===== src/rtl/gcd_engine.sv =====
// gcd_engine: Euclidean GCD unit with its own control FSM and a bit-serial
// restoring modulo datapath. Operands are captured on start_i, the result is
// returned with a one-cycle done_o pulse. Both-zero operands raise err_o.
// Optional feature macro: GCD_ITER_CNT_EN adds iter_cnt_o, a saturating count
// of the modulo steps taken for the last operation.
module gcd_engine #(
    parameter int WIDTH  = 16,
    parameter int ITER_W = 8
) (
    input  logic             clk,
    input  logic             rst_ni,
    input  logic             start_i,
    input  logic [WIDTH-1:0] a_i,
    input  logic [WIDTH-1:0] b_i,
    output logic             busy_o,
    output logic             done_o,
    output logic [WIDTH-1:0] gcd_o,
`ifdef GCD_ITER_CNT_EN
    output logic             err_o,
    output logic [ITER_W-1:0] iter_cnt_o
`else
    output logic             err_o
`endif
);

    localparam int CNT_W = (WIDTH > 2) ? $clog2(WIDTH) : 1;

    typedef enum logic [2:0] {
        S_IDLE,
        S_SORT,
        S_MOD,
        S_CHECK,
        S_DONE
    } state_t;

    state_t             r_state;
    logic [WIDTH-1:0]   r_x;
    logic [WIDTH-1:0]   r_y;
    logic [WIDTH:0]     r_rem;
    logic [CNT_W-1:0]   r_bit;

    logic [WIDTH-1:0]   w_max;
    logic [WIDTH-1:0]   w_min;
    logic [WIDTH:0]     w_shift;
    logic [WIDTH:0]     w_y_ext;
    logic [WIDTH:0]     w_rem_next;

`ifdef GCD_ITER_CNT_EN
    logic [ITER_W-1:0]  r_k;
    logic [ITER_W-1:0]  w_k_inc;

    // Step counter increment that sticks at all-ones instead of wrapping.
    always_comb begin
        w_k_inc = (&r_k) ? r_k : r_k + 1'b1;
    end
`else
    // ITER_W only sizes the optional counter; keep it referenced so the
    // default build stays warning-free.
    logic w_unused_iter;
    assign w_unused_iter = ITER_W[0];
`endif

    // Operand ordering and one restoring-division step (shift in next dividend
    // bit, subtract divisor when it fits; the quotient bit is not kept).
    always_comb begin
        w_max      = (r_x >= r_y) ? r_x : r_y;
        w_min      = (r_x >= r_y) ? r_y : r_x;
        w_y_ext    = {1'b0, r_y};
        w_shift    = {r_rem[WIDTH-1:0], r_x[r_bit]};
        w_rem_next = (w_shift >= w_y_ext) ? (w_shift - w_y_ext) : w_shift;
    end

    // Control FSM, datapath registers and registered outputs.
    always_ff @(posedge clk or negedge rst_ni) begin
        if (!rst_ni) begin
            r_state <= S_IDLE;
            r_x     <= '0;
            r_y     <= '0;
            r_rem   <= '0;
            r_bit   <= '0;
            busy_o  <= 1'b0;
            done_o  <= 1'b0;
            gcd_o   <= '0;
            err_o   <= 1'b0;
`ifdef GCD_ITER_CNT_EN
            r_k        <= '0;
            iter_cnt_o <= '0;
`endif
        end else begin
            case (r_state)
                S_IDLE: begin
                    done_o <= 1'b0;
                    if (start_i) begin
                        r_x     <= a_i;
                        r_y     <= b_i;
                        gcd_o   <= '0;
                        err_o   <= 1'b0;
                        busy_o  <= 1'b1;
                        r_state <= S_SORT;
`ifdef GCD_ITER_CNT_EN
                        r_k     <= '0;
`endif
                    end
                end

                S_SORT: begin
                    r_x <= w_max;
                    r_y <= w_min;
                    if (w_min == '0) begin
                        // Any zero operand: the other one is the answer, no steps.
                        gcd_o   <= w_max;
                        err_o   <= (w_max == '0);
                        done_o  <= 1'b1;
                        r_state <= S_DONE;
`ifdef GCD_ITER_CNT_EN
                        iter_cnt_o <= r_k;
`endif
                    end else begin
                        r_rem   <= '0;
                        r_bit   <= CNT_W'(WIDTH - 1);
                        r_state <= S_MOD;
                    end
                end

                S_MOD: begin
                    r_rem <= w_rem_next;
                    if (r_bit == '0) begin
                        r_state <= S_CHECK;
                    end else begin
                        r_bit <= r_bit - 1'b1;
                    end
                end

                S_CHECK: begin
`ifdef GCD_ITER_CNT_EN
                    r_k <= w_k_inc;
`endif
                    if (r_rem == '0) begin
                        gcd_o   <= r_y;
                        err_o   <= 1'b0;
                        done_o  <= 1'b1;
                        r_state <= S_DONE;
`ifdef GCD_ITER_CNT_EN
                        iter_cnt_o <= w_k_inc;
`endif
                    end else begin
                        // Euclid step: (x, y) <- (y, x mod y).
                        r_x     <= r_y;
                        r_y     <= r_rem[WIDTH-1:0];
                        r_rem   <= '0;
                        r_bit   <= CNT_W'(WIDTH - 1);
                        r_state <= S_MOD;
                    end
                end

                S_DONE: begin
                    // start_i is deliberately not looked at here.
                    done_o  <= 1'b0;
                    busy_o  <= 1'b0;
                    r_state <= S_IDLE;
                end

                default: begin
                    done_o  <= 1'b0;
                    busy_o  <= 1'b0;
                    r_state <= S_IDLE;
                end
            endcase
        end
    end

endmodule

===== config.mk =====
export PLATFORM = sky130hd
export DESIGN_NAME = gcd_engine
export DESIGN_NICKNAME = d
export VERILOG_FILES = /design/src/rtl/gcd_engine.sv
export SDC_FILE = /design/constraint.sdc
export NUM_CORES = 1
export LEC_CHECK = 0
export BUFFER_PORTS_ARGS = -buffer_cell sky130_fd_sc_hd__buf_2
export CORE_MARGIN = 10
export CORE_UTILIZATION = 48
export CTS_BUF_LIST = sky130_fd_sc_hd__clkbuf_4 sky130_fd_sc_hd__clkbuf_8 sky130_fd_sc_hd__clkbuf_16
export CTS_CLUSTER_DIAMETER = 60
export DETAILED_ROUTE_END_ITERATION = 16
export PLACE_DENSITY = 0.7
export SLEW_MARGIN = 10
export SYNTH_ARGS = -nofsm -noshare
export SYNTH_HDL_FRONTEND = slang
export SYNTH_SLANG_ARGS = --single-unit

===== constraint.sdc =====
create_clock -name clk -period 3 [get_ports clk]
set_input_delay 0.45 -clock clk [delete_from_list [all_inputs] [get_ports clk]]
set_output_delay 0.45 -clock clk [all_outputs]
set_load 0.02 [all_outputs]

==> insert_results.sql <==
INSERT INTO impl_metrics (metric_group, metric, value, unit) VALUES
('run_status', 'outcome', 'finished with violations', ''),
('run_status', 'failing_checks', 'setup timing', ''),
('floorplan', 'floorplan.initialDensity', '48.88', '%'),
('drt', 'detail_route.vias_per_cell', '6.473', ''),
('synthesis', 'synth_area', '0.005299', 'mm2'),
('setup_path', 'worst-path-max-fanout', '5', ''),
('global_routing', 'grt_pass1_wl', '27100', 'um'),
('synthesis', 'mappedNetlistNets', '658', ''),
('setup_path', 'path_class', 'reg2reg', ''),
('synthesis', 'synth_fa_ha_area_share', '8.170', '%'),
('floorplan', 'placeableCoreArea', '0.01084', 'mm2'),
('placement', 'rd_place_congestion', '0.8886', ''),
('placement', 'place_ws', '-0.3325', 'ns'),
('global_routing', 'overflow', '0', ''),
('final_layout', 'layout_common_cells', 'dfrtp_1, buf_2, a22o_1', ''),
('drt', 'detail_route.iter0.violations', '544', ''),
('setup_path', 'setup.worst_path.end_class', 'flip-flop', ''),
('sta', 'finalMaxSlewViolations', '0', ''),
('placement', 'cell_count_post_placement', '789', ''),
('final_layout', 'drive_gt1_share', '24.93', '%'),
('sta', 'timing.final.crit_share', '105.6', '%'),
('final_layout', 'layout.cells.most_common', 'dfrtp_1', ''),
('global_routing', 'grt_pass1_vias', '5070', ''),
('sta', 'final-hold-violation-count', '0', ''),
('placement', 'detailedPlacementHpwl', '12260', 'um'),
('synthesis', 'synth.ff_latch_count', '75', ''),
('drt', 'routed-via-count', '5243', ''),
('global_routing', 'grt_start_max_net_pins', '76', ''),
('final_layout', 'final_design_area_no_fill', '0.006370', 'mm2'),
('clock_tree', 'ctsHtreeMaxLevel', '3', ''),
('synthesis', 'yosys.area_share.xor_xnor', '1.653', '%'),
('sta', 'rsz0062_at_grt', 'yes', ''),
('synthesis', 'synth-edff-count', '0', ''),
('floorplan', 'dieArea', '0.01564', 'mm2'),
('synthesis', 'syn_area_per_cell', '8.996', 'um2'),
('setup_path', 'worst_ep_required_time', '3.23', 'ns'),
('clock_tree', 'clk-insertion-delay-late', '0.36', 'ns'),
('global_routing', 'grt_usage', '20.68', '%'),
('sta', 'headroom_to_the_max_slew_limit', '34.46', '%'),
('clock_tree', 'clockBufferDepth', '2', ''),
('flow_run', 'max_cap_violations', '0', ''),
('synthesis', 'sequential_cell_area_fraction_in_the_yosys_report', '35.42', '%'),
('clock_tree', 'ctsHoldBuffers', '0', ''),
('drt', 'wl_per_cell', '21.26', 'um'),
('synthesis', 'syn_inst', '589', ''),
('clock_tree', 'clock_sink_count', '75', ''),
('synthesis', 'synth_compound_area_share', '31.19', '%'),
('drt', 'final_antenna_net_count', '0', ''),
('sta', 'worst_slack', '-0.1674', 'ns'),
('drt', 'routed_wire_length', '17220', 'um'),
('clock_tree', 'cts_tree', 'yes', ''),
('clock_tree', 'clock_tree.root_cell', 'clkbuf_8', ''),
('sta', 'whs', '0.3392', 'ns'),
('floorplan', 'die-width', '125.1', 'um'),
('placement', 'buffer_ports.inserted', '53', ''),
('floorplan', 'io_pins', '54', ''),
('final_layout', 'nNetsFinal', '734', ''),
('synthesis', 'synthMuxAreaShare', '4.392', '%'),
('sta', 'finalSetupViolCount', '13', ''),
('clock_tree', 'numCtsBuffers', '9', ''),
('synthesis', 'synth-simple-area-share', '12.28', '%'),
('drt', 'drt_pass1_iterations', '5', ''),
('sta', 'final.min_clock_period', '3.167', 'ns'),
('synthesis', 'main_combinational_cell_family_by_area_after_synthesis', 'compound AO/OA/AOI/OAI gates', ''),
('sta', 'max_slew.worst_pin.slew', '0.9831', 'ns'),
('synthesis', 'yosys.cell_types.count', '62', ''),
('synthesis', 'ys.warnings.count', '0', ''),
('final_layout', 'layoutNonFillerInstCount', '810', ''),
('final_layout', 'antenna_cells', '0', ''),
('setup_path', 'kind_of_start_point_of_the_critical_path', 'flip-flop', ''),
('floorplan', 'die-height', '125.1', 'um'),
('synthesis', 'synthArstFlopShare', '100.0', '%'),
('floorplan', 'fp-row-count', '38', ''),
('final_layout', 'synthToLayoutAreaGrowth', '20.21', '%'),
('global_routing', 'grt_antenna_before_repair', '0', ''),
('sta', 'finClkSkew', '0.009265', 'ns'),
('drt', 'post-route-drc-count', '0', ''),
('sta', 'fmax', '315.7', 'MHz'),
('min_path', 'worstHoldPathType', 'in2async', ''),
('placement', 'placedInstanceArea', '0.005918', 'mm2'),
('synthesis', 'synth_ff_type', 'dfrtp_1', ''),
('setup_path', 'worst_ep_arrival_time', '3.39', 'ns'),
('clock_tree', 'clk_pin_slew', '0.08', 'ns');
==> cell type report <==
cell class,count,area [um2]
clock buffers,12,152.6
clock inverters,4,50.05
fillers,940,4471
inverters,41,153.9
multi-input cells,432,3246
flip-flops and latches,75,1878
well taps,140,175.2
repair buffers,106,714.4
==> cell usage after synthesis (all sizes together) (5+ instances only) <==
cell	number	share of area, %
nand4	5	0.59
mux2i	12	2.3
nand2b	5	0.59
o21ai	50	4.8
dfrtp	75	35
a31oi	19	2.2
nand3	12	1.2
o22ai	10	1.2
buf	18	2.4
inv	41	2.9
ha	33	7.8
nor4	15	1.9
clkbuf	23	1.6
nor2	36	2.7
a21o	8	1.1
a22o	50	8.3
nand2	38	2.7
o221ai	20	3.3
a21oi	51	5.0
xnor2	7	1.2
o21a	7	0.99
==> metrics by stage <==
stage                     utilization, %  TNS (ns)
after detailed placement           54.59    -1.829
final                              58.76    -1.052
after global routing               58.76    -2.595
after global placement             54.59   -0.6040
after floorplan                        -  -0.04469
after CTS                          57.68    -2.367
==> metal layers <==
metal | share of wire (%) | vias up | global-route usage [%]
met5 | 0 | - | 0
met4 | 3.1 | 0 | 7.656
met3 | 8.7 | 37 | 4.140
met2 | 46 | 260 | 31.78
met1 | 42 | 2574 | 28.11
li1 | - | 2372 | -
==> worst max-delay path: stages (launching register included) <==
cell       delay [ns]
dfrtp_2          0.45
buf_6            0.12
mux4_2           0.49
mux2i_1          0.17
nand2_1          0.12
o21ai_4          0.11
ha_4             0.17
fa_2             0.20
nand2b_4         0.13
a211oi_4         0.07
o221a_4          0.27
a2111oi_4        0.33
nor2_1           0.11
xnor2_1          0.19
o221ai_1         0.12
==> state kept, by name (all words and copies together) (netlist names) <==
signal,flops
r_x,16
r_state,3
gcd_o,16
r_y,16
r_rem,17
r_bit,4
done_o,1
busy_o,1
err_o,1
==> what timing repair did <==
action | in CTS | in global routing
gates resized for setup | 21 | 18
buffers inserted | 4 | 2
pin swaps | 18 | 15
hold endpoints to repair | 0 | 0
setup endpoints to repair | 16 | 36
==> final timing paths <==
kind	start	to	slack (ns)	cells past startpoint
setup / recovery	r_bit[0]	r_rem[14]	-0.17	14
hold / removal	rst_ni	gcd_o[7]	0.34	2
setup reg to reg	r_bit[0]	r_rem[14]	-0.17	14
hold reg to reg	done_o	done_o	0.49	2
max in group asynchronous	rst_ni	r_bit[0]	1.98	2
min in group clk	start_i	busy_o	0.39	3
==> cell families (layout without fill, tap and decap cells) <==
logic type,Yosys count,count (layout)
adders and majority gates,34,34
AOI/OAI and AO/OA,239,239
muxes,18,18
and+or+nand+nor,131,131
buffers and inverters,82,163
DFF,75,75
xor gates and xnor gates,10,10
Power is left out: the tool's default activity adds up to more than one toggle a clock period on the data nets, which glitch-free logic cannot reach.
